==> src/rtl/dmem_arbiter.sv <==
// Round-robin arbiter sharing the main_mem data port between the LSU (r0) and
// the loader (r1); converts sized byte requests to word/lane form and sequences fence.i.
module dmem_arbiter #(
   parameter int ADDR_W = 14
) (
   input  logic              clk,
   input  logic              i_rst,
   input  logic              i_r0_req,
   input  logic              i_r0_we,
   input  logic [31:0]       i_r0_addr,
   input  logic [1:0]        i_r0_size,
   input  logic [31:0]       i_r0_wdata,
   output logic              o_r0_gnt,
   output logic              o_r0_rvalid,
   output logic [31:0]       o_r0_rdata,
   output logic              o_r0_err,
   input  logic              i_r1_req,
   input  logic              i_r1_we,
   input  logic [31:0]       i_r1_addr,
   input  logic [1:0]        i_r1_size,
   input  logic [31:0]       i_r1_wdata,
   output logic              o_r1_gnt,
   output logic              o_r1_rvalid,
   output logic [31:0]       o_r1_rdata,
   output logic              o_r1_err,
   input  logic              i_fence_req,
   output logic              o_fence_done,
   output logic              o_dm_ren,
   output logic              o_dm_wen,
   output logic [3:0]        o_dm_ben,
   output logic [ADDR_W-1:0] o_dm_addr,
   output logic [31:0]       o_dm_wdata,
   input  logic [31:0]       i_dm_rdata,
   output logic              o_fence_i,
   input  logic              i_mem_ready
);

   typedef enum logic [1:0] {S_IDLE, S_FENCE, S_FWAIT} state_t;

   state_t      state, state_nx;
   logic        fwait_seen;
   logic        last;
   logic        gnt_any, gnt_id;
   logic        req_we;
   logic [1:0]  req_size, off;
   logic [31:0] req_wdata;
   logic        misal;
   logic [3:0]  ben;
   logic [31:0] wdata_rep;
   logic [1:0]  rvalid_q, err_q;
   logic [1:0]  off_q;
   logic [31:0] rshift;
   logic        unused_addr_bits;

   assign unused_addr_bits = ^{i_r0_addr[31:ADDR_W+2], i_r1_addr[31:ADDR_W+2]};

   always_comb begin
      state_nx     = state;
      o_fence_i    = 1'b0;
      o_fence_done = 1'b0;
      gnt_any      = 1'b0;
      gnt_id       = 1'b0;
      case (state)
         S_IDLE: begin
            if (i_fence_req) begin
               state_nx = S_FENCE;
            end else if (!i_rst && i_mem_ready && (i_r0_req || i_r1_req)) begin
               gnt_any = 1'b1;
               gnt_id  = (i_r0_req && i_r1_req) ? ~last : i_r1_req;
            end
         end
         S_FENCE: begin
            o_fence_i = 1'b1;
            state_nx  = S_FWAIT;
         end
         S_FWAIT: begin
            // fwait_seen marks the second and later FWAIT cycles
            if (!i_rst && fwait_seen && i_mem_ready) begin
               o_fence_done = 1'b1;
               state_nx     = S_IDLE;
            end
         end
         default: state_nx = S_IDLE;
      endcase
   end

   assign req_we    = gnt_id ? i_r1_we    : i_r0_we;
   assign req_size  = gnt_id ? i_r1_size  : i_r0_size;
   assign req_wdata = gnt_id ? i_r1_wdata : i_r0_wdata;
   assign off       = gnt_id ? i_r1_addr[1:0] : i_r0_addr[1:0];
   assign o_dm_addr = gnt_id ? i_r1_addr[ADDR_W+1:2] : i_r0_addr[ADDR_W+1:2];

   assign misal = (req_size == 2'b11) || (req_size == 2'b01 && off[0]) ||
                  (req_size == 2'b10 && off != 2'b00);

   always_comb begin
      ben       = 4'b1111;
      wdata_rep = req_wdata;
      case (req_size)
         2'b00: begin
            ben       = 4'b0001 << off;
            wdata_rep = {4{req_wdata[7:0]}};
         end
         2'b01: begin
            ben       = 4'b0011 << off;
            wdata_rep = {2{req_wdata[15:0]}};
         end
         default: ;
      endcase
   end

   assign o_dm_ren   = gnt_any && !misal && !req_we;
   assign o_dm_wen   = gnt_any && !misal && req_we;
   assign o_dm_ben   = o_dm_wen ? ben : (o_dm_ren ? 4'b1111 : 4'b0000);
   assign o_dm_wdata = wdata_rep;
   assign o_r0_gnt   = gnt_any && !gnt_id;
   assign o_r1_gnt   = gnt_any && gnt_id;

   always_ff @(posedge clk) begin
      if (i_rst) begin
         state      <= S_IDLE;
         fwait_seen <= 1'b0;
         last       <= 1'b1;
         rvalid_q   <= '0;
         err_q      <= '0;
         off_q      <= '0;
      end else begin
         state      <= state_nx;
         fwait_seen <= (state == S_FWAIT);
         rvalid_q   <= '0;
         err_q      <= '0;
         off_q      <= off;
         if (gnt_any) begin
            last <= gnt_id;
            if (misal)
               err_q[gnt_id] <= 1'b1;
            else if (!req_we)
               rvalid_q[gnt_id] <= 1'b1;
         end
      end
   end

   assign rshift      = i_dm_rdata >> {off_q, 3'b000};
   assign o_r0_rvalid = rvalid_q[0];
   assign o_r1_rvalid = rvalid_q[1];
   assign o_r0_err    = err_q[0];
   assign o_r1_err    = err_q[1];
   assign o_r0_rdata  = rvalid_q[0] ? rshift : '0;
   assign o_r1_rdata  = rvalid_q[1] ? rshift : '0;

endmodule

==> config.mk <==
export PLATFORM = sky130hd
export DESIGN_NAME = dmem_arbiter
export DESIGN_NICKNAME = d
export VERILOG_FILES = /design/src/rtl/dmem_arbiter.sv
export SDC_FILE = /design/constraint.sdc
export NUM_CORES = 1
export LEC_CHECK = 0
export CAP_MARGIN = 20
export CORE_AREA = 5 5 111 113
export CTS_BUF_LIST = sky130_fd_sc_hd__clkbuf_16
export DETAILED_ROUTE_END_ITERATION = 12
export DIE_AREA = 0 0 116 118
export PLACE_DENSITY = 0.71
export SETUP_SLACK_MARGIN = 0.2
export SYNTH_ARGS = -nofsm -noshare
export SYNTH_HDL_FRONTEND = slang
export SYNTH_SLANG_ARGS = --single-unit
export TNS_END_PERCENT = 100
==> constraint.sdc <==
create_clock -name clk -period 2.4 [get_ports clk]
set_input_delay 0.48 -clock clk [delete_from_list [all_inputs] [get_ports clk]]
set_output_delay 0.48 -clock clk [all_outputs]
set_load 0.01 [all_outputs]
==> summary.md <==
| Metric | Value |
|---|---|
| Outcome | finished clean |
| Netlist cell types | 38 |
| Mapped cell area | between 2000 and 3000 um2 |
| Synth Flop Type | dfxtp_1 |
| Async S/R FF share, synth | 0% |
| Root Buffer | clkbuf_16 |
| Die Area | between 10000 and 15000 um2 |
| Fin crit share | between 90% and 100% |
| Routed Antenna Nets | 0 |
| Final setup fails | 0 |
| CP delay by family, top | simple AND/OR/NAND/NOR gates |
| Yosys warns | 0 |
| Top Usage Layer GRT | met2 |
| Fin Setup TNS | 0 ns |
| Synth top area cells | mux2i_1 (19%), nand2_1 (16%), and2_1 (8.4%), dfxtp_1 (7.7%), nor2b_1 (7.0%) |
| Hold buffer count at cts | 0 |
| I/O pin total | just under 300 |
| Total vias in the final route | between 4000 and 5000 |
| Diodes inserted | 0 |
| Min-Delay Endpoint | off_q[0]$_SDFF_PP0_ |
| Final Hold Viols | 0 |
| Rows | 39 |
| Drt initial violations | between 150 and 200 |
| Placer Congestion | about 0.93 |
| First-pass GRT wire length | between 20 and 25 mm |
| Reg-to-Reg Start | state[0]$_SDFFE_PP0P_ |
| # H-tree levels | 1 |
| CORE AREA | around 11000 um2 |
| Layout cells sized above 1 | slightly above 40% |
| CP arrival | approximately 1.9 ns |
| RSZ-0062 raised after global routing | true |
| Seq pwr share | 12.5% |
| Comb power frac | between 60% and 70% |
| Die Ht | 118 um |
| Area delta synth->final | 165.6% |
| Hold Crit Depth | 3 |
| Most frequent cells after synthesis | nand2_1 (110), mux2i_1 (50), and2_1 (35) |
| Avg Inst Size Synth | approximately 6.2 um2 |
| Largest net degree at the start of global routing | 34 |
| Syn nets | slightly below 600 |
| Most common cell in the netlist | nand2_1 |
| Crit path time final | roughly 2.4 ns |
| Cells along the critical path | clkdlybuf4s15_2, nor2b_4, nand4_4, buf_6, or3_4, a31oi_1, buf_4, buf_6 |
| Detailed Routing Iterations Pass 1 | 4 |
| Initial antenna violation count | 0 |
| Post-synth EDFFs | 0 |
| Nets | ~940 |
| Die W | roughly 120 um |
| Vias per cell | 4.979 |
| Placed Area | around 6000 um2 |
| Mapped Cells | 416 |
| GRT Overall Usage | between 20% and 30% |
| R2r setup slk | around 0.97 ns |
| DP HPWL | between 10 and 15 mm |
| Crit-path max FO | 4 |
| Worst EP required | ~1.9 ns |
| Worst slew pin tran | around 0.33 ns |
| R2R cell count | 6 |
| Grt met2 use | 42.16% |
| WP buf/inv | 4 |
| Share of the synthesized area in the top cell type | roughly 19% |
| Sinks on Clock Net | 10 |
| Dpl ws | -0.8000 ns |
| Clock power frac | between 20 and 25% |
| Routed len/inst | 18.91 um |
| Final Cell Area | ~6900 um2 |
| Levels on crit path | 8 |
| Sw frac | approximately a third |
| Achievable Freq | between 400 and 500 MHz |
| Fin worst setup slack | approximately 0.047 ns |
| CP max stage cell | or3_4 |
| Max rail drop VDD | between 0.2 and 0.25 mV |
| Max Cap Viol | 0 |
| Vias in the first global route | ~4800 |
| CTS Buf Count | 3 |
| Post-Route WL | around 17 mm |
| CTS tree | done |
| Clk_skew | between 0.002 and 0.0025 ns |
| P_leak | between 3 and 4 nW |
| Met1 Usage GRT | roughly a quarter |
| Worst hold path type | primary input to flop |
| Worst path max stage delay | 0.34 ns |
| Max-slew violations | 0 |
| Net Sw Power | around 500 uW |
| HP Start | i_rst |
| PD cells | between 200 and 250 nW/um2 |
| DRC violations left | 0 |
| Met3 Track Usage GR | under 10% |
| CP Class | primary input to output pin |
| Relative slew margins | between 70 and 80% |
| Clock transition at path regs | 0.04 ns |
| Total grt overflow | 0 |
| Number of synthesized register bits | 10 |
| Pint | approximately 950 uW |
| Worst setup EP type | output pin |
| Sequential area share after synthesis | 7.703% |
| Skew-Pair Late Insertion Delay | 0.23 ns |
| CTS Buffer Depth | 2 |
| CP dominant cell by count | buf_6 |
| RR Endpoint | rvalid_q[1]$_SDFF_PP0_ |
| Initial core utilization | 23.15% |
| Startpoint Class | primary input |
| Port bufs | roughly 260 |
| Post-synth top area cell | mux2i_1 |
==> how the worst max path moves through the flow <==
| stage | startpoint | endpoint | slack [ns] |
|---|---|---|---|
| 2_1_floorplan | i_r1_addr[0] | o_dm_ben[2] | 0.27 |
| 3_3_place_gp | i_mem_ready | o_dm_ben[0] | -0.78 |
| 3_5_place_dp | i_mem_ready | o_dm_ben[0] | -0.80 |
| 4_1_cts | i_rst | o_dm_ben[1] | 0.02 |
| 5_1_grt | state[0]$_SDFFE_PP0P_ | o_dm_ben[1] | -0.02 |
| 6_report | i_fence_req | o_dm_ben[1] | 0.05 |
==> metal layers <==
layer / up-vias / share of wire (%)
met4: 0 / 3.0
met5: - / 0
met3: 30 / 10
met1: 2124 / 35
met2: 247 / 52
li1: 2130 / -
==> kinds of logic (layout without fill, tap and decap cells) <==
family | after synthesis | count (layout) | synth area share, %
AOI/OAI and AO/OA | 84 | 84 | 19.02
buffers and inverters | 36 | 387 | 6.403
DFF | 10 | 10 | 7.703
muxes | 66 | 66 | 26.19
and+or+nand+nor | 220 | 220 | 40.68
==> area by class of cell <==
class | count | area, um2
fillers | 978 | 4320
repair buffers | 378 | 3650
multi-input cells | 370 | 2759
flip-flops and latches | 10 | 205.2
well taps | 143 | 178.9
clock buffers | 3 | 75.07
inverters | 6 | 35.03
==> stage by stage <==
| step | util (%) | hold slack, ns | power [mW] | instances |
|---|---|---|---|---|
| 2_1_floorplan | - | 0.4474 | 0.4799 | 416 |
| 3_3_place_gp | 52.61 | 0.4716 | 1.033 | 867 |
| 3_5_place_dp | 52.61 | 0.4814 | 1.041 | 867 |
| 4_1_cts | 55.67 | 0.5332 | 1.348 | 893 |
| 5_1_grt | 61.50 | 0.5635 | 1.528 | 910 |
| 6_report | 61.50 | 0.5471 | 1.450 | 910 |
==> what timing repair did <==
action	in CTS	in global routing
buffers inserted	16	11
resized for setup	422	173
cloned	7	6
endpoints found under the setup margin	119	78
pin swaps	19	63
==> cell usage in the layout (no fill, tap or decap), types with 2 or more instances in the layout <==
cell | synthesis | layout
a211oi_2 | 0 | 5
a211oi_4 | 0 | 3
a21oi_1 | 24 | 21
a21oi_2 | 0 | 2
a31oi_1 | 3 | 2
and2_1 | 35 | 35
buf_12 | 0 | 13
buf_16 | 0 | 7
buf_2 | 10 | 41
buf_4 | 3 | 73
buf_6 | 1 | 35
clkbuf_16 | 0 | 8
clkbuf_2 | 0 | 14
clkdlybuf4s15_1 | 0 | 9
clkdlybuf4s15_2 | 0 | 3
clkdlybuf4s50_1 | 0 | 126
dfxtp_1 | 10 | 8
dlygate4sd2_1 | 0 | 49
dlymetal6s2s_1 | 0 | 2
inv_1 | 5 | 4
mux2_2 | 16 | 15
mux2i_1 | 50 | 47
mux2i_4 | 0 | 2
nand2_1 | 110 | 61
nand2_2 | 0 | 30
nand2_4 | 0 | 19
nand2b_1 | 2 | 2
nand3b_1 | 2 | 2
nor2_1 | 28 | 28
nor2b_1 | 29 | 27
nor3_4 | 1 | 3
o211ai_1 | 9 | 9
o21ai_1 | 0 | 16
o21ai_2 | 0 | 14
o21ai_4 | 0 | 2
or3_4 | 0 | 4
==> power groups by stage <==
stage                     registers, mW  logic [mW]  clock network (mW)
final                             0.182       0.977               0.291
after detailed placement          0.182       0.859                   0
after global placement            0.182       0.851                   0
after global routing              0.183        1.04               0.305
after floorplan                   0.181       0.299                   0
after CTS                         0.182       0.874               0.292
==> tightest hold or removal path: stages <==
cell and delay, ns:
buf_6 0.08, buf_4 0.13, a21oi_1 0.05
==> registers in the layout (all words and copies together), names as in the netlist <==
name	flops
err_q	2
off_q	2
rvalid_q	2
state	2
fwait_seen	1
last	1
Note: power is estimated with default switching activity, not from simulation.
